[src/rtl/aes_pkg.sv]
// Shared AES definitions used by the round-key buffer and its sub-blocks.
//   AES_KEY_W / AES128_NR : default round-key width and round count (AES-128)
//   aes_idx_t             : round index type
//   aes_rkey_t            : round key type
//   aes_kb_state_e        : key-buffer FSM states (WIPE is only reachable when
//                           AES_KEYBUF_ZEROIZE_EN is defined)
package aes_pkg;

    localparam int AES_KEY_W = 128;
    localparam int AES128_NR = 10;

    typedef logic [3:0]           aes_idx_t;
    typedef logic [AES_KEY_W-1:0] aes_rkey_t;

    typedef enum logic [1:0] {
        IDLE  = 2'd0,
        FILL  = 2'd1,
        READY = 2'd2,
        WIPE  = 2'd3
    } aes_kb_state_e;

endpackage

[src/rtl/aes_round_key_buffer_if.sv]
// Bus bundle for aes_round_key_buffer.
//   Fill side : start, short_key, subkey, valid_skey (from the key expander)
//   Read side : rd_en, rd_idx, rd_rev -> rd_data, rd_valid, rd_err
//   Status    : keys_ready, fill_err, fill_cnt
//   Optional  : zeroize (only with AES_KEYBUF_ZEROIZE_EN defined)
// master = the side driving fill/read requests, slave = the key buffer.
interface aes_round_key_buffer_if #(
    parameter int KEY_W = 128,
    parameter int IDX_W = 4
);
    logic             start;
    logic [KEY_W-1:0] short_key;
    logic [KEY_W-1:0] subkey;
    logic             valid_skey;
    logic             rd_en;
    logic [IDX_W-1:0] rd_idx;
    logic             rd_rev;
    logic [KEY_W-1:0] rd_data;
    logic             rd_valid;
    logic             rd_err;
    logic             keys_ready;
    logic             fill_err;
    logic [IDX_W-1:0] fill_cnt;
`ifdef AES_KEYBUF_ZEROIZE_EN
    logic             zeroize;

    modport master (
        output start, short_key, subkey, valid_skey, rd_en, rd_idx, rd_rev, zeroize,
        input  rd_data, rd_valid, rd_err, keys_ready, fill_err, fill_cnt
    );
    modport slave (
        input  start, short_key, subkey, valid_skey, rd_en, rd_idx, rd_rev, zeroize,
        output rd_data, rd_valid, rd_err, keys_ready, fill_err, fill_cnt
    );
`else
    modport master (
        output start, short_key, subkey, valid_skey, rd_en, rd_idx, rd_rev,
        input  rd_data, rd_valid, rd_err, keys_ready, fill_err, fill_cnt
    );
    modport slave (
        input  start, short_key, subkey, valid_skey, rd_en, rd_idx, rd_rev,
        output rd_data, rd_valid, rd_err, keys_ready, fill_err, fill_cnt
    );
`endif
endinterface

[src/rtl/aes_key_store.sv]
// Round-key storage: DEPTH x KEY_W register array, one write port and one
// registered read port.
//   clk, reset : clock, async active-high reset (read register only)
//   we/waddr/wdata : synchronous write
//   re/raddr   : load rdata from entry raddr on the next edge
//   rclr       : force rdata to 0 on the next edge (wins over re)
//   rdata      : registered read data; holds when neither re nor rclr
// The array itself has no reset so it can map onto distributed RAM with the
// output register absorbed into the read path.
module aes_key_store #(
    parameter int DEPTH = 11,
    parameter int KEY_W = 128,
    parameter int AW    = 4
) (
    input  logic             clk,
    input  logic             reset,
    input  logic             we,
    input  logic [AW-1:0]    waddr,
    input  logic [KEY_W-1:0] wdata,
    input  logic             re,
    input  logic             rclr,
    input  logic [AW-1:0]    raddr,
    output logic [KEY_W-1:0] rdata
);

    logic [KEY_W-1:0] mem_q [DEPTH];
    logic [KEY_W-1:0] rdata_d, rdata_q;

    always_ff @(posedge clk) begin
        if (we) mem_q[waddr] <= wdata;
    end

    always_comb begin
        rdata_d = rdata_q;
        if (rclr)    rdata_d = '0;
        else if (re) rdata_d = mem_q[raddr];
    end

    always_ff @(posedge clk or posedge reset) begin
        if (reset) rdata_q <= '0;
        else       rdata_q <= rdata_d;
    end

    assign rdata = rdata_q;

endmodule

[src/rtl/aes_round_key_buffer.sv]
// AES round-key buffer. Captures the cipher key on start and the NR following
// subkeys from the key expander, then serves them by index to the round
// datapath, in forward order (encrypt) or mirrored order NR-idx (decrypt).
// A stream that stalls for TIMEOUT consecutive cycles aborts the fill and
// raises the sticky fill_err.
//   clk, reset : clock, asynchronous active-high reset
//   bus        : aes_round_key_buffer_if.slave (fill stream, read port, status)
// Optional feature macro: AES_KEYBUF_ZEROIZE_EN adds bus.zeroize and a WIPE
// state that clears every entry, one per cycle, before returning to IDLE.
// IDX_W must be wide enough that 2^IDX_W > NR.
module aes_round_key_buffer
    import aes_pkg::*;
#(
    parameter int NR      = AES128_NR,
    parameter int KEY_W   = AES_KEY_W,
    parameter int IDX_W   = 4,
    parameter int TIMEOUT = 4
) (
    input  logic                clk,
    input  logic                reset,
    aes_round_key_buffer_if.slave bus
);

    localparam int               TMO_W = $clog2(TIMEOUT + 1);
    localparam logic [IDX_W-1:0] LAST  = IDX_W'(NR);

    aes_kb_state_e    state_q, state_d;
    logic [IDX_W-1:0] fill_cnt_q, fill_cnt_d;
    logic [TMO_W-1:0] tmo_q, tmo_d;
    logic             fill_err_q, fill_err_d;
    logic             keys_ready_q, keys_ready_d;
    logic             rd_valid_q, rd_valid_d;
    logic             rd_err_q, rd_err_d;

    logic             we;
    logic [IDX_W-1:0] waddr;
    logic [KEY_W-1:0] wdata;
    logic             rd_ok, rd_bad;
    logic [IDX_W-1:0] raddr;
`ifdef AES_KEYBUF_ZEROIZE_EN
    logic [IDX_W-1:0] wipe_idx_q, wipe_idx_d;
`endif

    always_comb begin
        state_d    = state_q;
        fill_cnt_d = fill_cnt_q;
        tmo_d      = tmo_q;
        fill_err_d = fill_err_q;
        we         = 1'b0;
        waddr      = fill_cnt_q;
        wdata      = bus.subkey;
`ifdef AES_KEYBUF_ZEROIZE_EN
        wipe_idx_d = wipe_idx_q;
`endif
        // start restarts the fill from any state except WIPE and beats any
        // subkey presented in the same cycle.
        if (bus.start && state_q != WIPE) begin
            we         = 1'b1;
            waddr      = '0;
            wdata      = bus.short_key;
            fill_cnt_d = IDX_W'(1);
            tmo_d      = '0;
            fill_err_d = 1'b0;
            state_d    = FILL;
        end else begin
            case (state_q)
                FILL: begin
                    if (bus.valid_skey) begin
                        we         = 1'b1;
                        fill_cnt_d = fill_cnt_q + IDX_W'(1);
                        tmo_d      = '0;
                        if (fill_cnt_q == LAST) state_d = READY;
                    end else if (tmo_q == TMO_W'(TIMEOUT - 1)) begin
                        // This idle cycle makes TIMEOUT in a row: abort,
                        // keeping fill_cnt as evidence of how far it got.
                        fill_err_d = 1'b1;
                        state_d    = IDLE;
                    end else begin
                        tmo_d = tmo_q + TMO_W'(1);
                    end
                end
`ifdef AES_KEYBUF_ZEROIZE_EN
                WIPE: begin
                    we         = 1'b1;
                    waddr      = wipe_idx_q;
                    wdata      = '0;
                    wipe_idx_d = wipe_idx_q + IDX_W'(1);
                    if (wipe_idx_q == LAST) begin
                        state_d    = IDLE;
                        fill_cnt_d = '0;
                    end
                end
`endif
                default: ;
            endcase
        end
`ifdef AES_KEYBUF_ZEROIZE_EN
        // zeroize overrides everything, including an in-progress wipe.
        if (bus.zeroize) begin
            we         = 1'b0;
            state_d    = WIPE;
            wipe_idx_d = '0;
            fill_cnt_d = '0;
        end
`endif
        keys_ready_d = (state_d == READY);

        // Read port is judged on the current (pre-start) state.
        rd_ok      = bus.rd_en && (state_q == READY) && (bus.rd_idx <= LAST);
        rd_bad     = bus.rd_en && !rd_ok;
        raddr      = bus.rd_rev ? (LAST - bus.rd_idx) : bus.rd_idx;
        rd_valid_d = rd_ok;
        rd_err_d   = rd_bad;
    end

    always_ff @(posedge clk or posedge reset) begin
        if (reset) begin
            state_q      <= IDLE;
            fill_cnt_q   <= '0;
            tmo_q        <= '0;
            fill_err_q   <= 1'b0;
            keys_ready_q <= 1'b0;
            rd_valid_q   <= 1'b0;
            rd_err_q     <= 1'b0;
        end else begin
            state_q      <= state_d;
            fill_cnt_q   <= fill_cnt_d;
            tmo_q        <= tmo_d;
            fill_err_q   <= fill_err_d;
            keys_ready_q <= keys_ready_d;
            rd_valid_q   <= rd_valid_d;
            rd_err_q     <= rd_err_d;
        end
    end

`ifdef AES_KEYBUF_ZEROIZE_EN
    always_ff @(posedge clk or posedge reset) begin
        if (reset) wipe_idx_q <= '0;
        else       wipe_idx_q <= wipe_idx_d;
    end
`endif

    // Refused reads clear the output register so no stale key is exposed.
    aes_key_store #(
        .DEPTH(NR + 1),
        .KEY_W(KEY_W),
        .AW   (IDX_W)
    ) u_store (
        .clk  (clk),
        .reset(reset),
        .we   (we),
        .waddr(waddr),
        .wdata(wdata),
        .re   (rd_ok),
        .rclr (rd_bad),
        .raddr(raddr),
        .rdata(bus.rd_data)
    );

    assign bus.rd_valid   = rd_valid_q;
    assign bus.rd_err     = rd_err_q;
    assign bus.keys_ready = keys_ready_q;
    assign bus.fill_err   = fill_err_q;
    assign bus.fill_cnt   = fill_cnt_q;

endmodule

[src/flat_wrapper.sv]
// flat-port wrapper written by rule: the top's interface ports become plain ports
module aes_round_key_buffer_flat import aes_pkg::*;
#(
    parameter int NR      = AES128_NR,
    parameter int KEY_W   = AES_KEY_W,
    parameter int IDX_W   = 4,
    parameter int TIMEOUT = 4
)
  (clk, reset, bus_start, bus_short_key, bus_subkey, bus_valid_skey, bus_rd_en, bus_rd_idx, bus_rd_rev, bus_rd_data, bus_rd_valid, bus_rd_err, bus_keys_ready, bus_fill_err, bus_fill_cnt);
  aes_round_key_buffer_if #(.KEY_W(KEY_W), .IDX_W(IDX_W)) bus_i ();
  input  logic clk;
  input  logic reset;
  input wire logic [$bits(bus_i.start)-1:0] bus_start;
  input wire logic [$bits(bus_i.short_key)-1:0] bus_short_key;
  input wire logic [$bits(bus_i.subkey)-1:0] bus_subkey;
  input wire logic [$bits(bus_i.valid_skey)-1:0] bus_valid_skey;
  input wire logic [$bits(bus_i.rd_en)-1:0] bus_rd_en;
  input wire logic [$bits(bus_i.rd_idx)-1:0] bus_rd_idx;
  input wire logic [$bits(bus_i.rd_rev)-1:0] bus_rd_rev;
  output wire logic [$bits(bus_i.rd_data)-1:0] bus_rd_data;
  output wire logic [$bits(bus_i.rd_valid)-1:0] bus_rd_valid;
  output wire logic [$bits(bus_i.rd_err)-1:0] bus_rd_err;
  output wire logic [$bits(bus_i.keys_ready)-1:0] bus_keys_ready;
  output wire logic [$bits(bus_i.fill_err)-1:0] bus_fill_err;
  output wire logic [$bits(bus_i.fill_cnt)-1:0] bus_fill_cnt;
  assign bus_i.start = bus_start;
  assign bus_i.short_key = bus_short_key;
  assign bus_i.subkey = bus_subkey;
  assign bus_i.valid_skey = bus_valid_skey;
  assign bus_i.rd_en = bus_rd_en;
  assign bus_i.rd_idx = bus_rd_idx;
  assign bus_i.rd_rev = bus_rd_rev;
  assign bus_rd_data = bus_i.rd_data;
  assign bus_rd_valid = bus_i.rd_valid;
  assign bus_rd_err = bus_i.rd_err;
  assign bus_keys_ready = bus_i.keys_ready;
  assign bus_fill_err = bus_i.fill_err;
  assign bus_fill_cnt = bus_i.fill_cnt;
  aes_round_key_buffer #(.NR(NR), .KEY_W(KEY_W), .IDX_W(IDX_W), .TIMEOUT(TIMEOUT)) u_core (.clk(clk), .reset(reset), .bus(bus_i));
endmodule
[config.mk]
export PLATFORM = sky130hd
export DESIGN_NAME = aes_round_key_buffer_flat
export DESIGN_NICKNAME = d
export VERILOG_FILES = /design/src/rtl/aes_pkg.sv /design/src/rtl/aes_round_key_buffer_if.sv /design/src/rtl/aes_key_store.sv /design/src/rtl/aes_round_key_buffer.sv /design/src/flat_wrapper.sv
export SDC_FILE = /design/constraint.sdc
export NUM_CORES = 2
export LEC_CHECK = 0
export CELL_PAD_IN_SITES_DETAIL_PLACEMENT = 1
export CELL_PAD_IN_SITES_GLOBAL_PLACEMENT = 2
export CORE_AREA = 4 4 360 504
export DETAILED_ROUTE_END_ITERATION = 7
export DIE_AREA = 0 0 364 508
export DONT_BUFFER_PORTS = 1
export PLACE_DENSITY = 0.6
export SYNTH_ARGS = -nofsm -noshare
export SYNTH_HDL_FRONTEND = slang
export SYNTH_SLANG_ARGS = --single-unit
[constraint.sdc]
create_clock -name clk -period 16.15 [get_ports clk]
set_clock_uncertainty 0.1 [all_clocks]
set_input_delay 3.23 -clock clk [delete_from_list [all_inputs] [get_ports clk]]
set_output_delay 3.23 -clock clk [all_outputs]
set_load 0.05 [all_outputs]
==> impl_metrics.toml <==
[yosys]
syn-num-nets = 3772
synth_area_leaders = "edfxtp_1, mux2i_1, dfrtp_1"
synth-seq-cells = 1549
yosysMostFrequentCell = "edfxtp_1"
synth_area_um2 = 61700
synth_cell_type_count = 36
synth_edf_count = 1408
synth_top_area_share_pct = 68.5
synth_sequential_area_ratio_pct = 74.2
synth_cells = 3500
synth_ff_type = "edfxtp_1"
synth_top_area_cell = "edfxtp_1"
avgSynthCellArea_um2 = 17.6
synth-async-reset-ratio_pct = 9.10
synth_common_cells = "edfxtp_1, mux2i_1, nand2_1"
yosys_warnings = 0

[clock_tree]
cts_root_buf = "clkbuf_16"
cts_tree = "done"
ctsResizeCount = 0
cts_made_buffers = 157
clock_latency_ns = 0.78
hold_buffers = 0
postCtsSetupBuffers = 0
h-tree-depth = 4
path_clk_slew_ns = 0.06
cts_num_sinks = 1549
cts_buffer_depth = 3

[power_and_ir_drop]
p_seq_share_pct = 52.7
p_leak_nw = 24.4
clockPowerShare_pct = 43.0
vdd_drop_max_mv = 0.105
netSwitchingFraction_pct = 20.8
comb_power_share_pct = 4.3
p_switching_mw = 1.74
power_mw = 8.37
p_int_mw = 6.63
p_per_area_nw_per_um2 = 121

[global_route]
grt_pass1_wl_um = 229000
grt_pass1_vias = 33100
track_usage_pct = 16.9
grt_max_degree = 644
antenna_found_initial = 3
overflow = 0

[detailed_routing]
avgViaCountPerCell = 5.15
drt_iter0_drc = 1876
ant_nets = 0
first_pass_iters = 5
wl_per_cell_um = 26.4
drt-total-wl_um = 157000
dr_total_vias = 30600
drc_errors = 0

[floorplan]
die_h_um = 508
io_pins = 402
die_width_um = 364
core_um2 = 177000
row_count = 183
start_util_pct = 34.9
die-area_um2 = 185000

[timing]
setup_tns_ns = 0
final_hold_viol_count = 0
setup_viol = 0
maxSlewHeadroom_pct = -124
worstMarginPinSlew_ns = 3.36
finalMaxSlewViolations = 466
rsz0062_at_grt = "false"
holdWs_ns = 0.407
setup_slack_ns = 9.78
fin_crit_sh_pct = 39.4
min_period_ns = 6.37
max_freq_ghz = 0.157

[worst_setup_path]
critPathKind = "primary input to register"
crit_path_end_kind = "register"
required_ns = 16.45
start_kind = "primary input"
worst-path-max-fanout = 62
arrival_ns = 6.66
crit_buf_inv = 2
cp_cell_sequence = "nand2_4, nand4b_1, nor2_4, buf_4, buf_4"
crit_path_top_delay_cell = "nor2_4"
max_stage_delay_ns = 0.86
cp_common_cell = "buf_4"
cp_top_family = "simple AND/OR/NAND/NOR gates"

[layout]
fillers = 17100
syn2layout_area_growth_pct = 12.2
finish.utilization_pct = 39.1
fin_nets = 3781
layout-drive-gt1-share_pct = 14.2

[placed_design]
gp_congestion = 0.686
dp_slack_ns = 8.79
hpwlAfterDp_um = 81200
port_buffers = 0

[flow_run]
cap_violations = 0

[status]
status = "complete, but fails checks"
violations = "max-slew violations"

[hold_path]
hp-class = "register to register"
## power groups by stage
stage / Clock [mW] / Sequential [mW] / Combinational (mW)
after floorplan: 0 / 4.48 / 0.297
after global placement: 0 / 4.49 / 0.345
after detailed placement: 0 / 4.49 / 0.351
after CTS: 3.72 / 4.41 / 0.352
after global routing: 3.87 / 4.41 / 0.384
final: 3.60 / 4.41 / 0.359
## logic make-up after synthesis
family / after synthesis / share of synthesized area (%)
AOI/OAI and AO/OA: 272 / 3.94
xor gates and xnor gates: 3 / 0.0426
adders and majority gates: 6 / 0.122
buffers and inverters: 208 / 1.74
DFF: 1549 / 74.2
muxes: 772 / 15.1
and+or+nand+nor: 690 / 4.82
## cells in the final DEF (no fill, tap or decap), drive strengths merged
cell      instances
ha                6
nor4              1
a221oi            1
and3              1
mux2i           641
nand2b          130
nor3b             1
o21ai           134
nand3             4
diode             4
nor3              6
or3               1
nand4b            3
nor2             12
edfxtp         1408
a21o              2
o31ai             2
mux2              3
clkbuf          221
a21oi             4
nand2           523
o221ai          128
and2              3
a221o             1
dfrtp           141
inv               9
or2               1
buf              52
nand3b            2
nor2b             2
xor2              3
bufinv           10
mux4            128
clkinvlp          2
clkinv           53
## state kept, by name, indices dropped and copies added (netlist names)
| register | flops |
|---|---|
| u_core.bus.fill_cnt | 4 |
| u_core.bus.rd_valid | 1 |
| u_core.u_store.mem_q | 1408 |
| u_core.state_q | 2 |
| u_core.bus.rd_err | 1 |
| u_core.u_store.rdata | 128 |
| u_core.bus.fill_err | 1 |
| u_core.tmo_q | 3 |
| u_core.bus.keys_ready | 1 |
## path summary, 6_finish.rpt
kind	startpoint	end	slack [ns]	cells after the start
max in group asynchronous	reset	u_core.u_store.rdata[16]$_DFFE_PP0P_	12.24	2
max	bus_start	u_core.u_store.mem_q[7][103]$_DFFE_PP_	9.78	5
max reg2reg	u_core.state_q[0]$_DFF_PP0_	u_core.u_store.mem_q[7][103]$_DFFE_PP_	11.38	6
min reg2reg	u_core.tmo_q[2]$_DFFE_PP0P_	u_core.tmo_q[2]$_DFFE_PP0P_	0.41	1
min	u_core.tmo_q[2]$_DFFE_PP0P_	u_core.tmo_q[2]$_DFFE_PP0P_	0.41	1
min in group asynchronous	reset	u_core.u_store.rdata[91]$_DFFE_PP0P_	2.34	1
## routing by layer
layer	wire [µm]	track usage, %	share of wire [%]	vias up
met5	0	0	0	-
met4	2960	4.32	1.9	0
met3	8750	3.64	5.6	186
met2	74100	27.4	47	666
met1	71200	23.2	45	16200
li1	-	-	-	13600
## metrics by stage
step | instance area [µm²] | cells
after detailed placement | 64100 | 5662
after floorplan | 61700 | 3500
final | 69300 | 5955
after global routing | 69200 | 5952
after CTS | 69200 | 5951
after global placement | 64100 | 5662
## area by class of cell
| class | instances | area [µm²] | area share [%] |
|---|---|---|---|
| multi-input cells | 1743 | 15000 | 21.6 |
| well taps | 2312 | 2890 | 4.18 |
| inverters | 6 | 30.0 | 0.0434 |
| clock inverters | 68 | 618 | 0.893 |
| clock buffers | 221 | 4480 | 6.47 |
| diodes | 4 | 10.0 | 0.0145 |
| repair buffers | 52 | 440 | 0.636 |
| flip-flops and latches | 1549 | 45800 | 66.1 |
Note: power is estimated with default switching activity, not from simulation.
